<file path="src/rtl/alu_pkg.sv">
// Shared types and constants for the execute-stage ALU.
package alu_pkg;

    localparam int SHAMT_W = 5;

    // Operation codes as produced by the ALU control decoder.
    typedef enum logic [3:0] {
        ALU_ADD = 4'b0000,
        ALU_SUB = 4'b0001,
        ALU_XOR = 4'b0010,
        ALU_OR  = 4'b0011,
        ALU_AND = 4'b0100,
        ALU_SLT = 4'b0101,
        ALU_SRA = 4'b0110,
        ALU_SRL = 4'b0111,
        ALU_SLL = 4'b1000,
        ALU_NE  = 4'b1010,
        ALU_LT  = 4'b1011,
        ALU_GE  = 4'b1100,
        ALU_EQ  = 4'b1101
    } alu_op_t;

    typedef enum logic [1:0] {
        IDLE  = 2'd0,
        SHIFT = 2'd1,
        DONE  = 2'd2
    } alu_state_t;

    // True for the three ops handled by the iterative shifter.
    function automatic logic is_shift(input logic [3:0] op);
        return (op == ALU_SRA) || (op == ALU_SRL) || (op == ALU_SLL);
    endfunction

endpackage

</file>
<file path="src/rtl/alu_core.sv">
// Single-cycle ALU datapath: every non-shift result plus the shift-by-0
// passthrough. Undefined op codes yield zero.
module alu_core
    import alu_pkg::*;
#(
    parameter int WIDTH = 32
) (
    input  logic [3:0]       op,
    input  logic [WIDTH-1:0] a,
    input  logic [WIDTH-1:0] b,
    output logic [WIDTH-1:0] result
);

    logic signed [WIDTH-1:0] a_s;
    logic signed [WIDTH-1:0] b_s;
    logic                    lt;

    assign a_s = a;
    assign b_s = b;
    assign lt  = (a_s < b_s);

    // Select the result for the current op; branch ops return a 1-bit condition.
    always_comb begin
        result = '0;
        case (op)
            ALU_ADD: result = a + b;
            ALU_SUB: result = a - b;
            ALU_XOR: result = a ^ b;
            ALU_OR:  result = a | b;
            ALU_AND: result = a & b;
            ALU_SLT: result = {{(WIDTH-1){1'b0}}, lt};
            ALU_SRA: result = a;
            ALU_SRL: result = a;
            ALU_SLL: result = a;
            ALU_NE:  result = {{(WIDTH-1){1'b0}}, (a != b)};
            ALU_LT:  result = {{(WIDTH-1){1'b0}}, lt};
            ALU_GE:  result = {{(WIDTH-1){1'b0}}, ~lt};
            ALU_EQ:  result = {{(WIDTH-1){1'b0}}, (a == b)};
            default: result = '0;
        endcase
    end

endmodule

</file>
<file path="src/rtl/alu_multicycle.sv">
// Execute-stage ALU with valid/ready handshake. Non-shift ops finish in one
// cycle; shifts step one bit per cycle and hold off new work via in_ready.
module alu_multicycle
    import alu_pkg::*;
#(
    parameter int WIDTH = 32
) (
    input  logic             clk,
    input  logic             reset,
    input  logic             in_valid,
    output logic             in_ready,
    input  logic [3:0]       Operation,
    input  logic [WIDTH-1:0] SrcA,
    input  logic [WIDTH-1:0] SrcB,
    output logic             out_valid,
    input  logic             out_ready,
    output logic [WIDTH-1:0] ALUResult,
    output logic             busy
);

    localparam logic [SHAMT_W-1:0] CNT_LAST = SHAMT_W'(1);

    alu_state_t         state;
    alu_state_t         state_next;
    logic [WIDTH-1:0]   core_result;
    logic [WIDTH-1:0]   acc;
    logic [WIDTH-1:0]   acc_step;
    logic [WIDTH-1:0]   result_q;
    logic [SHAMT_W-1:0] cnt;
    logic [SHAMT_W-1:0] shamt;
    logic [3:0]         op_q;
    logic               accept;
    logic               start_shift;

    // One-bit shift step used by the iterative shifter.
    function automatic logic [WIDTH-1:0] shift_one(input logic [3:0] op,
                                                   input logic [WIDTH-1:0] v);
        logic [WIDTH-1:0] r;
        case (op)
            ALU_SLL: r = {v[WIDTH-2:0], 1'b0};
            ALU_SRL: r = {1'b0, v[WIDTH-1:1]};
            default: r = {v[WIDTH-1], v[WIDTH-1:1]};
        endcase
        return r;
    endfunction

    assign shamt    = SrcB[SHAMT_W-1:0];
    assign acc_step = shift_one(op_q, acc);

    alu_core #(.WIDTH(WIDTH)) u_core (
        .op     (Operation),
        .a      (SrcA),
        .b      (SrcB),
        .result (core_result)
    );

    // Next-state and handshake outputs; all outputs decode from state only.
    always_comb begin
        state_next  = state;
        in_ready    = 1'b0;
        out_valid   = 1'b0;
        busy        = 1'b0;
        accept      = 1'b0;
        start_shift = 1'b0;
        case (state)
            IDLE: begin
                in_ready = 1'b1;
                if (in_valid) begin
                    accept = 1'b1;
                    if (is_shift(Operation) && (shamt != '0)) begin
                        start_shift = 1'b1;
                        state_next  = SHIFT;
                    end else begin
                        state_next  = DONE;
                    end
                end
            end
            SHIFT: begin
                busy = 1'b1;
                if (cnt == CNT_LAST) state_next = DONE;
            end
            DONE: begin
                busy      = 1'b1;
                out_valid = 1'b1;
                if (out_ready) state_next = IDLE;
            end
            default: state_next = IDLE;
        endcase
    end

    // State register; reset aborts any operation in flight.
    always_ff @(posedge clk or posedge reset) begin
        if (reset) state <= IDLE;
        else       state <= state_next;
    end

    // Accumulator, counter, latched op and result register.
    always_ff @(posedge clk or posedge reset) begin
        if (reset) begin
            acc      <= '0;
            cnt      <= '0;
            op_q     <= '0;
            result_q <= '0;
        end else if (accept) begin
            op_q <= Operation;
            if (start_shift) begin
                acc <= SrcA;
                cnt <= shamt;
            end else begin
                result_q <= core_result;
            end
        end else if (state == SHIFT) begin
            acc <= acc_step;
            cnt <= cnt - 1'b1;
            // Final step: publish the shifted value in the same cycle.
            if (cnt == CNT_LAST) result_q <= acc_step;
        end
    end

    assign ALUResult = result_q;

endmodule

</file>
<file path="config.mk">
export PLATFORM = sky130hd
export DESIGN_NAME = alu_multicycle
export DESIGN_NICKNAME = d
export VERILOG_FILES = /design/src/rtl/alu_pkg.sv /design/src/rtl/alu_core.sv /design/src/rtl/alu_multicycle.sv
export SDC_FILE = /design/constraint.sdc
export NUM_CORES = 1
export LEC_CHECK = 0
export CORE_ASPECT_RATIO = 1.5
export CORE_MARGIN = 10
export CORE_UTILIZATION = 63
export CTS_BUF_LIST = sky130_fd_sc_hd__clkbuf_16
export DETAILED_ROUTE_END_ITERATION = 12
export PLACE_DENSITY = 0.95
export REMOVE_ABC_BUFFERS = 1
export SETUP_SLACK_MARGIN = 0.3
export SYNTH_ARGS = -nofsm -noshare
export SYNTH_HDL_FRONTEND = slang
export SYNTH_SLANG_ARGS = --single-unit
</file>
<file path="constraint.sdc">
create_clock -name clk -period 5.7 [get_ports clk]
set_input_delay 1.14 -clock clk [delete_from_list [all_inputs] [get_ports clk]]
set_output_delay 1.14 -clock clk [all_outputs]
set_load 0.05 [all_outputs]
</file>
# --- Yosys cells after proc, flatten, opt, wreduce, memory -nomap -nowiden ---
# Cells that the tools add are included.
totals:
  latch_bits: 0
  in_bits: 72
  ff_bits: 75
  mem_bits_ro: 0
  ramBits: 0
  n_memories: 0
op_classes:
  n_lt_le_gt_ge: 1
  shifts: 0
  n_addsub: 3
  n_mux: 25
  n_bitwise: 4
  eq_ne: 24
  n_reduce_logical: 14
  div_mod_pow: 0
  n_mul: 0
ops:
  columns: ["cell", "n"]
  rows:
  - ["$pmux 32 s10", 1]
  - ["$mux 32", 7]
  - ["$pmux 32 s2", 1]
  - ["$add 32x32->32", 1]
  - ["$and 32x32->32", 1]
  - ["$eq 32x32->1", 1]
  - ["$lt 32x32->1", 1]
  - ["$ne 32x32->1", 1]
  - ["$or 32x32->32", 1]
  - ["$sub 32x32->32", 1]
  - ["$xor 32x32->32", 1]
  - ["$eq 4x4->1 const B", 6]
  - ["$eq 4x3->1 const B", 5]
  - ["$mux 5", 3]
  - ["$eq 4x2->1 const B", 2]
  - ["$mux 1", 8]
  - ["$mux 2", 4]
  - ["$ne 2x2->1 const B", 4]
  - ["$pmux 2 s3", 1]
  - ["$reduce_and 3->1", 2]
  - ["$eq 5x1->1 const B", 1]
  - ["$reduce_bool 5->1", 1]
  - ["$sub 5x1->5 const B", 1]
  - ["$eq 4x1->1 const B", 1]
  - ["12 further kinds", 15]

# --- Logic depth before layout (Yosys ltp) ---
# Gate-level depths: netlist (run 1).
depth:
  word_depth: 9
  ltp_mapped: 13
  ltp_nobuf: 13

# --- Modules after synthesis ---
# From an unflattened synthesis (run 1), not the netlist that was laid out.
unflattened:
  hier_cells: 1224
  area_unflattened_um2: 9459.1
by_module_without_submodules:
  columns: ["mod", "area_each_um2", "seq_area_each_um2", "instances", "cells_each"]
  rows:
  - ["alu_core", 5292.6, 0.0, 1, 805]
  - ["alu_multicycle", 4166.5, 1876.8, 1, 419]

# --- Worst setup path after synthesis (run 1) ---
# Ideal clock, no wire load.
synth_timing:
  kind: "input -> register"
  from: "input port SrcB[2]"
  to: "register result_q[17], in the netlist ALUResult[17]"
  t_arrival_ps: 3415
  required_ps: 5574
  path_slack_ps: 2159
  cell_stages: 12
  setup_time_ps: 126
  path_cell_list: "inv_1 -> ha_1 -> buf_4 -> nor3_2 -> o31ai_4 -> a21oi_1 -> or3_4 -> o41a_1 -> o2bb2ai_1 -> o21ai_1 -> o211ai_1 -> a221o_1"
synth_via:
  elab_chain_len: 7
  elab_cells_between_ends: 12
synth_rtl:
  columns: ["item", "line_no", "source"]
  rows:
  - ["from (decl)", "alu_multicycle.sv:14", "input logic [WIDTH-1:0] SrcB,"]
  - ["parallel branches: the longest is 7 deep, another holds $sub 32x32->32", null, null]
  - ["to (signal assigned)", "alu_multicycle.sv:110", "result_q <= core_result;"]
  - ["to (signal assigned)", "alu_multicycle.sv:116", "if (cnt == CNT_LAST) result_q <= acc_step;"]
  - ["to (decl)", "alu_multicycle.sv:28", "logic [WIDTH-1:0] result_q;"]
# Several ways; the timed one is not identified. The select of a mux whose other input is x is not followed.
# A chain may end at the register's enable or synchronous reset.

# --- Final worst setup path (run 1) ---
layout_timing:
  from: "input port SrcA[0]"
  to: "register result_q[20], in the netlist ALUResult[20]"
layout_via:
  elab_chain_len: 4
  elab_cells_between_ends: 5
layout_rtl:
  columns: ["item", "line_no", "source"]
  rows:
  - ["from (decl)", "alu_multicycle.sv:13", "input logic [WIDTH-1:0] SrcA,"]
  - ["$sub 32x32->32 / $add 32x32->32 (equally long branches)", "alu_core.sv:27, alu_core.sv:26", null]
  - ["$pmux 32 s10 (*)", "alu_core.sv:25", "case (op)"]
  - ["$mux 32 (*)", "alu_multicycle.sv:106", "if (start_shift) begin"]
  - ["$mux 32 (*)", "alu_multicycle.sv:104", "end else if (accept) begin"]
# Every way passes the cells marked *; elsewhere a longest branch is shown, timed or not. The select of a mux whose other input is x is not followed.

==> flow_metrics.py, run 1 <==
metrics = {
    "run_status": {
        "status": "completed",
    },
    "clock_network": {
        "cts_hold_buf": 0,
        "cts_buffers": 9,
        "clock-sinks": 75,
        "cts_tree": "built",
        "clk_pin_slew_ns": 0.06,
        "cts_setup_buffers": 0,
        "root_buffer": "clkbuf_16",
        "clk_latency_ns": 0.35,
        "clock_path_buffers": 2,
        "cts-resized-gates": 0,
        "cts.htree.levels": 3,
    },
    "yosys": {
        "synth_top_area_cell": "dfrtp_1",
        "synth_top_flop_cell": "dfrtp_1",
        "yosysUniqueCellTypes": 77,
        "syn_avg_cell_area_sq_um": 7.273,
        "ys_warn_count": 0,
        "netlist_instances": 1274,
        "ys_seq_area_share_pct": 20.25,
        "async_flop_share_pct": 100.0,
        "ys_seq_elements": 75,
        "synth-edff-count": 0,
        "synthesis.area_sq_um": 9266,
        "synth.top_cells.by_area": "dfrtp_1, ha_1, o21ai_0",
        "synth_top_area_share_pct": 20.25,
    },
    "power": {
        "ir_worst_vdd_uv": 241.1,
        "total_power_mw": 3.942,
        "power_density_nw_per_um2": 368.6,
        "p_leak_nw": 4.594,
    },
    "global_route": {
        "grt_use_met2_pct": 58.46,
        "grt_util_all_layers_pct": 33.17,
        "grt_pass1_vias": 10427,
        "grt_pass1_wl_microns": 54450,
        "grt_max_degree": 46,
        "grt_antenna_before_repair": 0,
        "globalRouteMet1Util_pct": 36.02,
        "use_met3_pct": 4.928,
        "grt_most_used_layer": "met2",
        "grt_overflow": 0,
    },
    "routing": {
        "wl_per_cell_microns": 22.62,
        "viasPerCell": 6.813,
        "drtAntennaViolNets": 0,
        "drc": 0,
        "via_count": 10417,
        "routed_wl_microns": 34590,
        "first_pass_iters": 6,
        "drt_iter0_drc": 1392,
    },
    "worst_setup_path": {
        "worstSetupPathType": "in2reg",
        "worstPathArrival_ns": 4.65,
        "path_max_fanout": 5,
        "critPathLaunchType": "primary input",
        "crit_path_end_kind": "flop",
        "reg2reg_depth": 8,
        "cp.required_ns": 5.90,
    },
    "timing": {
        "hold_viol_final": 0,
        "rsz0062_at_grt": "false",
        "finalCriticalPeriod_ns": 4.450,
        "fin_crit_sh_pct": 78.08,
        "max_freq_mhz": 224.7,
        "finalSetupTns_ns": 0,
        "slew_headroom_pct": 32.59,
        "maxSlewViolCount": 0,
        "worstMarginPinSlew_ns": 1.007,
        "skew_ns": 0.007287,
        "setup_violations": 0,
    },
    "floorplan": {
        "die_y_microns": 168.5,
        "floorplan.die_area_sq_um": 20060,
        "ios": 107,
        "core_area_sq_um": 14530,
        "die_w_microns": 119.0,
        "rows": 54,
        "start_util_pct": 63.79,
    },
    "placed_design": {
        "dp_hpwl_microns": 25300,
        "io_buffers": 106,
        "finalWeightedCongestion": 1.009,
    },
    "cells_and_area": {
        "final_util_pct": 73.62,
        "fin_nets": 1507,
        "diodes": 0,
        "area_growth_syn_to_layout_pct": 15.41,
        "drive_gt1_share_pct": 4.651,
    },
    "min_path": {
        "min_path_cells": 2,
        "hold_path_class": "reg2reg",
    },
    "flow_run": {
        "max-cap-violations": 0,
    },
}
==> metrics by stage <==
| step | area [sq um] | worst slack, ns | std cells | hold WS (ns) |
|---|---|---|---|---|
| floorplan | 8937 | 1.011 | 1194 | 0.4679 |
| global placement | 10410 | 1.091 | 1514 | 0.4717 |
| detailed placement | 10410 | 1.035 | 1514 | 0.4879 |
| CTS | 10690 | 1.351 | 1529 | 0.5017 |
| global route | 10690 | 1.061 | 1529 | 0.5246 |
| finish | 10690 | 1.250 | 1529 | 0.4956 |
==> layout make-up <==
type / instances / area [sq um]
Timing Repair Buffer: 124 / 1196
Clock inverter: 6 / 57.56
Fill cell: 1140 / 3832
Multi-Input combinational cell: 1013 / 6694
Inverter: 106 / 399.1
Clock buffer: 9 / 225.2
Sequential cell: 75 / 1877
Tap cell: 196 / 245.2
==> per-layer routing <==
metal / routed length (microns) / vias to the layer above
met4: 2193 / 0
met5: 0 / -
met3: 2628 / 187
met2: 17540 / 608
met1: 12220 / 4902
li1: - / 4720
==> registers in the layout (all words and copies together), names as in the netlist <==
register and count:
ALUResult 32, op_q 4, acc 32, state 2, cnt 5
==> placed cells by master (no fill, tap or decap), drive strengths merged, types with 6 or more instances in the layout <==
master           n
o21ai          140
a21oi          128
nor2           124
nand2          115
clkdlybuf4s50  106
inv            105
ha             104
dfrtp           75
mux2i           34
nor3            31
a21o            22
nand3           21
buf             18
a31oi           16
o21a            16
a22oi           15
o21bai          14
o31ai           14
nor2b           13
a221oi          13
o211ai          12
nor4            12
a2111oi         12
o22ai           11
xnor2           11
nand4            9
clkbuf           9
nand2b           8
o221ai           8
or3              8
o32ai            6
a221o            6
==> report_power, final <==
part           switching, mW  internal, mW  total (mW)
combinational           1.51         0.819        2.33
sequential             0.221         0.792        1.01
clock                  0.264         0.334       0.598
==> worst max-delay path, stage by stage <==
cell and delay, ns:
clkdlybuf4s50_1 0.49, ha_1 0.29, fa_1 0.42, a21o_1 0.18, a21oi_1 0.28, o31a_1 0.27
o21ai_1 0.21, a21bo_2 0.30, a31oi_1 0.45, nor2_1 0.07, a2111oi_0 0.38, o31ai_1 0.16
==> cells in the mapped netlist, drive strengths merged, types with 9 or more instances <==
cell,n
o21ai,140
a21oi,128
nor2,124
nand2,115
inv,106
ha,104
dfrtp,75
clkbuf,60
mux2i,34
nor3,31
a21o,22
nand3,21
buf,20
a31oi,16
o21a,16
a22oi,15
o21bai,14
o31ai,14
a221oi,13
nor2b,13
a2111oi,12
nor4,12
o211ai,12
o22ai,11
xnor2,11
nand4,9
==> kinds of logic after synthesis <==
kind of cell / after synthesis / share of synthesized area, %
AOI/OAI and AO/OA: 491 / 34.28
xor gates and xnor gates: 14 / 1.323
adders and majority gates: 106 / 14.47
buffers and inverters: 186 / 7.845
DFF: 75 / 20.25
muxes: 36 / 3.916
and+or+nand+nor: 366 / 17.90
==> path summary, 6_finish.rpt <==
path | startpoint | to | slack (ns)
setup reg to reg | state[0] | ALUResult[28] | 2.39
setup / recovery | SrcA[0] | ALUResult[20] | 1.25
hold / removal | ALUResult[15] | ALUResult[15] | 0.50
min in group asynchronous | reset | acc[27] | 1.18
max in group asynchronous | reset | acc[8] | 3.51
hold reg to reg | ALUResult[15] | ALUResult[15] | 0.50
Power figures use the tool's default switching activity.
==> run 2, diff against run 1 <==
- CORE_UTILIZATION: 63 -> 59
- PLACE_DENSITY: 0.95 -> 0.9
- clock period: 5.7 -> 4.35 ns (I/O delays scaled with it)
==> run 2 against run 1 <==
Via count up 1.2%. Combinational power grew 33%. Sequential share of layout area is 0.80 points lower. Clock power increased by 54%. Count of clock-buffer cells in the layout stayed put. Cell area rose by 4.8%. Sequential power increased by 31%. First-iteration DRC count decreased by 28%. Critical path depth did not move.
==> flow_metrics.py, run 2 (synthesis gave the netlist of run 1 again) <==
metrics = {
    "power": {
        "p_sw_share_pct": 48.80,
        "pwr-share-seq_pct": 24.7,
        "p_clk_share_pct": 17.2,
        "p_sw_mw": 2.608,
        "power_frac_comb_pct": 58.1,
        "power_density_nw_per_um2": 477.0,
        "total_power_mw": 5.344,
        "intPower_mw": 2.736,
        "ir_worst_vdd_uv": 364.0,
        "p_leak_nw": 4.883,
    },
    "floorplan": {
        "floorplan.die_area_sq_um": 21220,
        "ios": 107,
        "rows": 56,
        "start_util_pct": 59.57,
        "die_w_microns": 122.3,
        "core_area_sq_um": 15550,
        "die_y_microns": 173.5,
    },
    "timing": {
        "worstMarginPinSlew_ns": 1.084,
        "slew_headroom_pct": 27.68,
        "setup_violations": 0,
        "finalCriticalPeriod_ns": 3.980,
        "hold_viol_final": 0,
        "max_freq_mhz": 251.3,
        "whs_ns": 0.4896,
        "fin_crit_sh_pct": 91.49,
        "fin_ws_ns": 0.3701,
        "rsz0062_at_grt": "true",
        "finalSetupTns_ns": 0,
        "skew_ns": 0.008754,
        "maxSlewViolCount": 0,
    },
    "clock_network": {
        "cts_buffers": 9,
        "cts.htree.levels": 3,
        "cts_tree": "built",
        "clock_path_buffers": 2,
        "cts_hold_buf": 0,
        "clk_pin_slew_ns": 0.07,
        "clk_latency_ns": 0.36,
        "clock-sinks": 75,
        "root_buffer": "clkbuf_16",
    },
    "global_route": {
        "grt_use_met2_pct": 55.42,
        "grt_antenna_before_repair": 0,
        "grt_pass1_vias": 10698,
        "grt_max_degree": 75,
        "use_met3_pct": 4.923,
        "grt_overflow": 0,
        "grt_util_all_layers_pct": 32.11,
        "grt_most_used_layer": "met2",
        "globalRouteMet1Util_pct": 34.54,
        "grt_pass1_wl_microns": 55140,
    },
    "cells_and_area": {
        "layout_common_cells": "o21ai_0, a21oi_1, nor2_1",
        "area_growth_syn_to_layout_pct": 20.90,
        "fin_nets": 1556,
        "stdcell_count": 1586,
        "multi_input_area_sq_um": 6710,
        "diodes": 0,
        "nFillCells": 1317,
        "layout_commonest_cell": "o21ai_0",
        "regArea_sq_um": 1877,
        "drive_gt1_share_pct": 8.532,
    },
    "run_status": {
        "status": "completed",
    },
    "flow_run": {
        "max-cap-violations": 0,
    },
    "min_path": {
        "hold_path_class": "reg2reg",
        "min_path_cells": 1,
    },
    "placed_design": {
        "pre_cts_slack_ns": 0.01549,
        "dp.cells": 1570,
        "io_buffers": 106,
        "dp_hpwl_microns": 25930,
        "finalWeightedCongestion": 1.041,
    },
    "routing": {
        "first_pass_iters": 8,
        "drt_iter0_drc": 1003,
        "wl_per_cell_microns": 21.97,
        "via_count": 10543,
        "viasPerCell": 6.648,
        "drtAntennaViolNets": 0,
        "drc": 0,
        "routed_wl_microns": 34840,
    },
    "worst_setup_path": {
        "cp.required_ns": 4.56,
        "worstSetupPathType": "in2reg",
        "crit_path_end_kind": "flop",
        "path_max_fanout": 5,
        "reg2reg_depth": 9,
        "worstPathArrival_ns": 4.19,
        "critPathLaunchType": "primary input",
        "ff2ff_setup_slack_ns": 1.48,
    },
}
[run 2: per-layer routing]
| layer | wire length [microns] | up-vias |
|---|---|---|
| met4 | 2295 | 0 |
| met3 | 2529 | 178 |
| li1 | - | 4826 |
| met5 | 0 | - |
| met1 | 12480 | 4997 |
| met2 | 17540 | 542 |
[run 2: cell type report]
| cell class | count | area share (%) |
|---|---|---|
| clock buffers | 9 | 2.010 |
| clock inverters | 7 | 1.106 |
| inverters | 106 | 3.563 |
| multi-input cells | 1013 | 59.90 |
| flip-flops and latches | 75 | 16.75 |
| well taps | 203 | 2.267 |
| repair buffers | 173 | 14.41 |
[run 2: power groups by stage]
| stage | registers (mW) | logic, mW | clock network (mW) |
|---|---|---|---|
| 5_1_grt | 1.35 | 3.34 | 0.946 |
| 3_5_place_dp | 1.32 | 3.06 | 0 |
| 3_3_place_gp | 1.31 | 2.98 | 0 |
| 6_report | 1.32 | 3.10 | 0.920 |
| 2_1_floorplan | 1.74 | 1.54 | 0 |
| 4_1_cts | 1.31 | 3.07 | 0.924 |
[run 2: per-stage QoR]
stage | utilization (%) | instance area (sq um)
after global placement | 69.65 | 10830
after CTS | 71.90 | 11180
after detailed placement | 69.65 | 10830
after global routing | 72.02 | 11200
after floorplan | - | 8937
final | 72.02 | 11200
[run 2: worst paths after layout]
path	start	end
worst min register to register	ALUResult[3]	ALUResult[3]
worst max register to register	state[1]	ALUResult[28]
min in group asynchronous	reset	ALUResult[29]
worst min-delay path	ALUResult[3]	ALUResult[3]
worst max-delay path	SrcA[0]	ALUResult[20]
max in group asynchronous	reset	acc[12]
[run 2: what timing repair did]
item / in CTS / in global routing
setup buffers: 0 / 0
setup endpoints to repair: 0 / 4
gates resized for setup: 0 / 7
[run 2: critical path, stage by stage]
cell             delay [ns]
clkdlybuf4s50_1        0.48
ha_1                   0.27
fa_1                   0.41
a21o_1                 0.17
a21oi_1                0.29
o31a_1                 0.29
o21ai_1                0.21
a21bo_2                0.27
a31oi_1                0.35
nor2_1                 0.09
a2111oi_1              0.37
o31ai_1                0.13
